**src/rtl/ctrl_pipe.sv**
```systemverilog
// Pipeline control: captures the ID decode mask and carries the control fields through EX/MEM/WB.
// Latency: one cycle per stage (ID->EX 1, ->MEM 2, ->WB 3); hazard, stall and forward selects are combinational.
// Backpressure: a load-use hazard raises stall and inserts an EX bubble; ex_redirect squashes ID and overrides stall.
module ctrl_pipe #(
    parameter int CNT_W = 16
) (
    input  logic             clk,
    input  logic             rst_n,
    input  logic             id_valid,
    input  logic [8:0]       id_ctrl_mask,
    input  logic [4:0]       id_rs1,
    input  logic [4:0]       id_rs2,
    input  logic [4:0]       id_rd,
    input  logic             ex_redirect,
    output logic             stall,
    output logic             ex_valid,
    output logic             ex_alu_src,
    output logic             ex_branch,
    output logic             ex_jump,
    output logic [1:0]       ex_alu_op,
    output logic [4:0]       ex_rd,
    output logic [1:0]       fwd_a,
    output logic [1:0]       fwd_b,
    output logic             mem_valid,
    output logic             mem_mem_read,
    output logic             mem_mem_write,
    output logic             mem_reg_write,
    output logic             mem_mem2reg,
    output logic [4:0]       mem_rd,
    output logic             wb_valid,
    output logic             wb_reg_write,
    output logic             wb_mem2reg,
    output logic [4:0]       wb_rd,
    output logic [CNT_W-1:0] stall_count
);

    // Decoder mask bit positions
    localparam int B_ALU_SRC   = 8;
    localparam int B_MEM2REG   = 7;
    localparam int B_REG_WRITE = 6;
    localparam int B_MEM_READ  = 5;
    localparam int B_MEM_WRITE = 4;
    localparam int B_BRANCH    = 3;
    localparam int B_JUMP      = 2;

    localparam logic [1:0]       FWD_NONE = 2'b00;
    localparam logic [1:0]       FWD_MEM  = 2'b10;
    localparam logic [1:0]       FWD_WB   = 2'b01;
    localparam logic [CNT_W-1:0] CNT_ONE  = {{(CNT_W-1){1'b0}}, 1'b1};
    localparam logic [CNT_W-1:0] CNT_MAX  = {CNT_W{1'b1}};

    // ID->EX stage register
    logic       ex_valid_q, ex_valid_d;
    logic [8:0] ex_mask_q,  ex_mask_d;
    logic [4:0] ex_rs1_q,   ex_rs1_d;
    logic [4:0] ex_rs2_q,   ex_rs2_d;
    logic [4:0] ex_rd_q,    ex_rd_d;

    // EX->MEM stage register
    logic       mem_valid_q,     mem_valid_d;
    logic       mem_mem_read_q,  mem_mem_read_d;
    logic       mem_mem_write_q, mem_mem_write_d;
    logic       mem_reg_write_q, mem_reg_write_d;
    logic       mem_mem2reg_q,   mem_mem2reg_d;
    logic [4:0] mem_rd_q,        mem_rd_d;

    // MEM->WB stage register
    logic       wb_valid_q,     wb_valid_d;
    logic       wb_reg_write_q, wb_reg_write_d;
    logic       wb_mem2reg_q,   wb_mem2reg_d;
    logic [4:0] wb_rd_q,        wb_rd_d;

    logic [CNT_W-1:0] stall_count_q, stall_count_d;

    logic hazard;
    logic load_bubble;

    // Forward source for one EX operand; MEM wins over WB, x0 never matches
    function automatic logic [1:0] fwd_sel(
        input logic [4:0] rs,
        input logic       m_vld,
        input logic       m_wr,
        input logic [4:0] m_rd,
        input logic       w_vld,
        input logic       w_wr,
        input logic [4:0] w_rd
    );
        logic [1:0] sel;
        sel = FWD_NONE;
        if (m_vld && m_wr && (m_rd != 5'd0) && (m_rd == rs)) begin
            sel = FWD_MEM;
        end else if (w_vld && w_wr && (w_rd != 5'd0) && (w_rd == rs)) begin
            sel = FWD_WB;
        end
        return sel;
    endfunction

    // Load-use detection; rs2 is compared for every opcode (conservative), redirect overrides stall
    always_comb begin
        hazard = id_valid && ex_valid_q && ex_mask_q[B_MEM_READ] &&
                 (ex_rd_q != 5'd0) &&
                 ((ex_rd_q == id_rs1) || (ex_rd_q == id_rs2));
        stall       = hazard && !ex_redirect;
        load_bubble = stall || ex_redirect || !id_valid;
    end

    // Next-state for all stage registers and the saturating stall counter
    always_comb begin
        ex_valid_d = 1'b0;
        ex_mask_d  = 9'd0;
        ex_rs1_d   = 5'd0;
        ex_rs2_d   = 5'd0;
        ex_rd_d    = 5'd0;
        if (!load_bubble) begin
            ex_valid_d = 1'b1;
            ex_mask_d  = id_ctrl_mask;
            ex_rs1_d   = id_rs1;
            ex_rs2_d   = id_rs2;
            ex_rd_d    = id_rd;
        end

        mem_valid_d     = ex_valid_q;
        mem_mem_read_d  = ex_mask_q[B_MEM_READ];
        mem_mem_write_d = ex_mask_q[B_MEM_WRITE];
        mem_reg_write_d = ex_mask_q[B_REG_WRITE];
        mem_mem2reg_d   = ex_mask_q[B_MEM2REG];
        mem_rd_d        = ex_rd_q;

        wb_valid_d     = mem_valid_q;
        wb_reg_write_d = mem_reg_write_q;
        wb_mem2reg_d   = mem_mem2reg_q;
        wb_rd_d        = mem_rd_q;

        stall_count_d = stall_count_q;
        if (stall && (stall_count_q != CNT_MAX)) begin
            stall_count_d = stall_count_q + CNT_ONE;
        end
    end

    // Stage registers advance every edge; reset empties the whole pipe
    always_ff @(posedge clk or negedge rst_n) begin
        if (!rst_n) begin
            ex_valid_q      <= 1'b0;
            ex_mask_q       <= 9'd0;
            ex_rs1_q        <= 5'd0;
            ex_rs2_q        <= 5'd0;
            ex_rd_q         <= 5'd0;
            mem_valid_q     <= 1'b0;
            mem_mem_read_q  <= 1'b0;
            mem_mem_write_q <= 1'b0;
            mem_reg_write_q <= 1'b0;
            mem_mem2reg_q   <= 1'b0;
            mem_rd_q        <= 5'd0;
            wb_valid_q      <= 1'b0;
            wb_reg_write_q  <= 1'b0;
            wb_mem2reg_q    <= 1'b0;
            wb_rd_q         <= 5'd0;
            stall_count_q   <= '0;
        end else begin
            ex_valid_q      <= ex_valid_d;
            ex_mask_q       <= ex_mask_d;
            ex_rs1_q        <= ex_rs1_d;
            ex_rs2_q        <= ex_rs2_d;
            ex_rd_q         <= ex_rd_d;
            mem_valid_q     <= mem_valid_d;
            mem_mem_read_q  <= mem_mem_read_d;
            mem_mem_write_q <= mem_mem_write_d;
            mem_reg_write_q <= mem_reg_write_d;
            mem_mem2reg_q   <= mem_mem2reg_d;
            mem_rd_q        <= mem_rd_d;
            wb_valid_q      <= wb_valid_d;
            wb_reg_write_q  <= wb_reg_write_d;
            wb_mem2reg_q    <= wb_mem2reg_d;
            wb_rd_q         <= wb_rd_d;
            stall_count_q   <= stall_count_d;
        end
    end

    // EX operand forward selects from the MEM/WB stage registers
    always_comb begin
        fwd_a = fwd_sel(ex_rs1_q, mem_valid_q, mem_reg_write_q, mem_rd_q,
                        wb_valid_q, wb_reg_write_q, wb_rd_q);
        fwd_b = fwd_sel(ex_rs2_q, mem_valid_q, mem_reg_write_q, mem_rd_q,
                        wb_valid_q, wb_reg_write_q, wb_rd_q);
    end

    // Write/access controls are qualified by stage valid
    assign ex_valid      = ex_valid_q;
    assign ex_alu_src    = ex_mask_q[B_ALU_SRC];
    assign ex_branch     = ex_mask_q[B_BRANCH];
    assign ex_jump       = ex_mask_q[B_JUMP];
    assign ex_alu_op     = ex_mask_q[1:0];
    assign ex_rd         = ex_rd_q;
    assign mem_valid     = mem_valid_q;
    assign mem_mem_read  = mem_mem_read_q  & mem_valid_q;
    assign mem_mem_write = mem_mem_write_q & mem_valid_q;
    assign mem_reg_write = mem_reg_write_q & mem_valid_q;
    assign mem_mem2reg   = mem_mem2reg_q;
    assign mem_rd        = mem_rd_q;
    assign wb_valid      = wb_valid_q;
    assign wb_reg_write  = wb_reg_write_q & wb_valid_q;
    assign wb_mem2reg    = wb_mem2reg_q;
    assign wb_rd         = wb_rd_q;
    assign stall_count   = stall_count_q;

endmodule

```
**config.mk**
```make
export PLATFORM = sky130hd
export DESIGN_NAME = ctrl_pipe
export DESIGN_NICKNAME = d
export VERILOG_FILES = /design/src/rtl/ctrl_pipe.sv
export SDC_FILE = /design/constraint.sdc
export NUM_CORES = 1
export LEC_CHECK = 0
export ABC_AREA = 1
export CAP_MARGIN = 30
export CORE_ASPECT_RATIO = 0.6
export CORE_UTILIZATION = 35
export CTS_BUF_LIST = sky130_fd_sc_hd__clkbuf_16
export DETAILED_ROUTE_END_ITERATION = 16
export PLACE_DENSITY = 0.66
export RECOVER_POWER = 25
export SLEW_MARGIN = 40
export SYNTH_ARGS = -nofsm -noshare
export SYNTH_HDL_FRONTEND = slang
export SYNTH_SLANG_ARGS = --single-unit
```
**constraint.sdc**
```tcl
create_clock -name clk -period 2.8 [get_ports clk]
set_clock_uncertainty 0.15 [all_clocks]
set_input_delay 0.56 -clock clk [delete_from_list [all_inputs] [get_ports clk]]
set_output_delay 0.56 -clock clk [all_outputs]
set_load 0.02 [all_outputs]
```
Word level (Yosys, flattened, before mapping)
Cells that the tools add are included.
- add/sub/neg operators: 1
- equality and inequality tests: 7
- multiplexer cells: 9
- bitwise gates (word level): 4
- reduce and logical (&&, ||, !) cells: 22
- operators with widths (cell ; number):
    5-bit == test ; 6
    16-bit by 1-bit adder with 16-bit output (second input constant) ; 1
    16-bit inequality test (second input constant) ; 1
    5-bit 2-to-1 mux ; 3
    5-bit nonzero test ; 3
    1-bit logical AND ; 14
    9-bit 2-to-1 mux ; 1
    1-bit AND ; 4
    2-bit 2-to-1 mux ; 2
    1-bit logical OR ; 3
    1-bit 2-to-1 mux ; 3
    1-bit zero test ; 2
- flip-flop bits (word level): 59
- bits of input ports: 28
- output and inout port bits: 50
- word-level logic and storage cells: 59

Depth between registers and ports, before layout
- depth after elaboration: 8
- depth in mapped cells: 11
- gate-level depth less buffers: 10

Worst setup path before layout
Ideal clock, no wire load.
- kind: register -> output
- start point: register mem_valid_q, in the netlist mem_valid
- end point: output fwd_b[0]
- data arrival time: 1.904 ns
- data required time: 2.090 ns
- path slack: 0.186 ns
- cell stages (with the launch flop): 6
- buffers on the path: 0
- path through: dfrtp_1 nand2_1 inv_1 o21ai_0 nor4_1 nor2_1
- longest elaborated chain between the ends: 4
- ends and longest elaborated chain (item ; RTL line ; source):
    from (decl) ; 60 ; logic mem_valid_q, mem_valid_d;
    from (signal assigned) ; 165 ; mem_valid_q <= mem_valid_d;
    1-bit logical AND (3 in a row) ; 90 ; if (m_vld && m_wr && (m_rd != 5'd0) && (m_rd == rs)) begin
    2-bit 2-to-1 mux ; 90 ;
    to (decl) ; 23 ; output logic [1:0] fwd_b,
Every way passes these cells.

Worst setup path in the final report
- start point: input id_rs2[3]
- end point: output stall
- longest elaborated chain between the ends: 4
- ends and longest elaborated chain (item ; RTL line ; source):
    from (decl) ; 12 ; input logic [4:0] id_rs2,
    5-bit == test ; 102 ; ((ex_rd_q == id_rs1) || (ex_rd_q == id_rs2));
    1-bit logical OR ; 102 ;
    1-bit logical AND ; 101 ; (ex_rd_q != 5'd0) &&
    1-bit logical AND ; 103 ; stall = hazard && !ex_redirect;
    to (decl) ; 15 ; output logic stall,
Every way passes these cells.

==> summary.md <==
| Metric | Value |
|---|---|
| Status | `finished clean` |
| Worst Path Required | `2.09 ns` |
| Lkg Pwr | `2.076 nW` |
| Final worst path period share | `94.85%` |
| Share of the synthesized area in the top cell type | `53.51%` |
| Vias in the first global route | `2,096` |
| Mapped Cells | `322` |
| I/O Buffers | `77` |
| Worst EP arrival | `1.95 ns` |
| Setup Buffers After CTS | `0` |
| # diodes | `0` |
| Total Wirelength | `6541 um` |
| Crit. End Element | `output port` |
| Register area | `0.001476 sq mm` |
| First-pass GRT wire length | `10,610 um` |
| Final setup fails | `0` |
| Starting density of the core | `37.05%` |
| Nets@finish | `447` |
| Util after Layout | `54.00%` |
| Worst setup path class | `in2out` |
| Inserted Clock Buffers | `9` |
| CTS Buffer Depth | `2` |
| Critical path fanouts, max | `2` |
| Maximum VDD drop | `0.0002368 V` |
| Max-Cap Viols | `0` |
| Ys async rst share | `100.0%` |
| Clock sinks | `59` |
| Post-detail-place hpwl | `4828 um` |
| Gr usage total | `17.36%` |
| Synthesized Nets | `351` |
| Total Power | `2.143 mW` |
| Mean Syn Cell Area | `8.568 sq um` |
| F_max | `376.5 MHz` |
| Hold WC Path Type | `reg2reg` |
| # DRC | `0` |
| Final TNS setup | `0 ns` |
| Die Ht | `70.77 um` |
| Filler cells | `714` |
| Final-report hold violation count | `0` |
| Slew margin rel. | `4.541%` |
| Final min period | `2.656 ns` |
| Post-synth top cells | `nand2_1, dfrtp_1, nor2_1` |
| GP Congestion | `0.9056` |
| Initial DRC Count | `145` |
| Drt via density | `4.315` |
| Area delta synth->final | `45.76%` |
| Worst Max-Slew Pin Slew | `1.432 ns` |
| Top post-synthesis cells by area | `dfrtp_1, nand2_1, xnor2_1, nor2_1, inv_1` |
| Post-synthesis sequential area ratio | `53.51%` |
| Die width | `116.6 um` |
| Core area | `0.007447 sq mm` |
| # IOs | `78` |
| Yosys reg bits | `59` |
| Synth warn | `0` |
| Post-route ant nets | `0` |
| H-tree Lvls | `3` |
| Drt pass-1 iters | `4` |
| Root buffer cell | `clkbuf_16` |
| Pin count of the biggest net entering global routing | `60` |
| CTS clock-pin slew for the worst setup and hold paths | `0.05 ns` |
| Final cell count without fillers | `527` |
| Die area | `0.008253 sq mm` |
| EDFF count, synth | `0` |
| Clock latency on the worst-skew pair | `0.33 ns` |
| Global route overflow | `0` |
| Most used DFF post-synth | `dfrtp_1` |
| Vias post-DR | `2,274` |
| Initial antenna violation count | `0` |
| # rows | `24` |
| Drt wl/cell | `12.41 um` |
| Startpoint Class | `input port` |
| Count leader, synth | `nand2_1` |
| Placed cell count | `511` |
| Min Hold Slack | `0.1970 ns` |
| CTS tree | `yes` |
| RSZ-0062 raised after global routing | `no` |
| Share of layout cells above drive strength 1 | `8.747%` |
| Slew Limit Fails | `0` |
| Synth Cell Area | `0.002759 sq mm` |
| Netlist cell types | `23` |
| Leading area contributor after synthesis | `dfrtp_1` |
| Pwr Density | `532.9 mW/mm^2` |
| Multi-input gate area | `0.001069 sq mm` |
## repair_timing
item / CTS / global route
hold buffers: 0 / 0
pin swaps: 0 / 0
cloned: 0 / 0
hold endpoints to repair: 0 / 0
setup endpoints to repair: 3 / 4
gates resized for setup: 3 / 5
## cells in the final DEF, fill, tap and decap left out, types with 2 or more instances in the layout
cell / n
xnor2_1: 25
nor3_1: 4
clkbuf_16: 9
xor2_1: 10
buf_4: 12
dlymetal6s2s_1: 3
nand4_1: 7
clkinvlp_4: 2
nand3_1: 11
inv_1: 47
nor2_1: 48
nand3_2: 3
dfrtp_1: 59
nand2_1: 94
clkdlybuf4s50_1: 71
## area by class of cell
class | instances | share of cell area (%)
clock inverter | 7 | 1.525
clock buffer | 9 | 5.600
sequential | 59 | 36.71
inverter | 46 | 4.294
timing repair buffer | 91 | 22.06
multi-input combinational | 211 | 26.57
tap | 104 | 3.236
## sequential cells by signal (all words and copies together), names as in the netlist, 5 cells and up
signal	cells
ex_rs1_q	5
ex_rd	5
ex_mask_q	9
wb_rd	5
stall_count	16
mem_rd	5
ex_rs2_q	5
## power by group
part	switching (mW)	internal, mW	total (mW)
clock	0.369	0.675	1.04
sequential	0.0257	0.879	0.905
combinational	0.0922	0.102	0.194
total	0.487	1.66	2.14
## path summary, 6_finish.rpt
path	start	endpoint	slack, ns	cells after the start
max	id_rs2[3]	stall	0.14	10
min	ex_mask_q[6]$_DFF_PN0_	mem_reg_write_q$_DFF_PN0_	0.20	0
max reg2reg	stall_count[0]$_DFFE_PN0P_	stall_count[13]$_DFFE_PN0P_	0.86	7
min reg2reg	ex_mask_q[6]$_DFF_PN0_	mem_reg_write_q$_DFF_PN0_	0.20	0
max in group asynchronous	rst_n	wb_rd[2]$_DFF_PN0_	1.13	2
min in group asynchronous	rst_n	ex_mask_q[7]$_DFF_PN0_	0.50	2
## per-stage QoR
stage	setup slack [ns]	cell area, sq um
2_1_floorplan	0.1863	2759
4_1_cts	0.02310	4028
5_1_grt	0.01221	4021
6_report	0.1442	4021
3_3_place_gp	-0.1660	3737
3_5_place_dp	-0.1695	3737
## metal layers
metal,up-vias,wire (um),GRT usage [%]
li1,1159,-,-
met1,1032,3281,25.64
met2,76,2686,23.01
met3,7,490,5.998
met4,0,82,6.892
met5,-,0,0
## logic make-up (layout without fill, tap and decap cells)
kind of cell	Yosys count	in the layout	synth area share, %
flip-flops	59	59	53.51
adder cells (fa/ha/maj)	1	1	0.4534
XOR/XNOR	35	35	11.11
AO/OA/AOI/OAI	2	2	0.4534
buffers and inverters	52	153	7.981
AND/OR/NAND/NOR	173	173	26.49
## worst max-delay path: stages
cell and delay [ns]:
clkdlybuf4s50_1 0.48, inv_1 0.06, nand2_1 0.05, nand2_1 0.05
nor2_1 0.09, nand3_1 0.09, nand2_2 0.09, nand3_2 0.07
inv_1 0.09, clkdlybuf4s15_1 0.30
No activity file was read; power rests on OpenSTA's default activity.
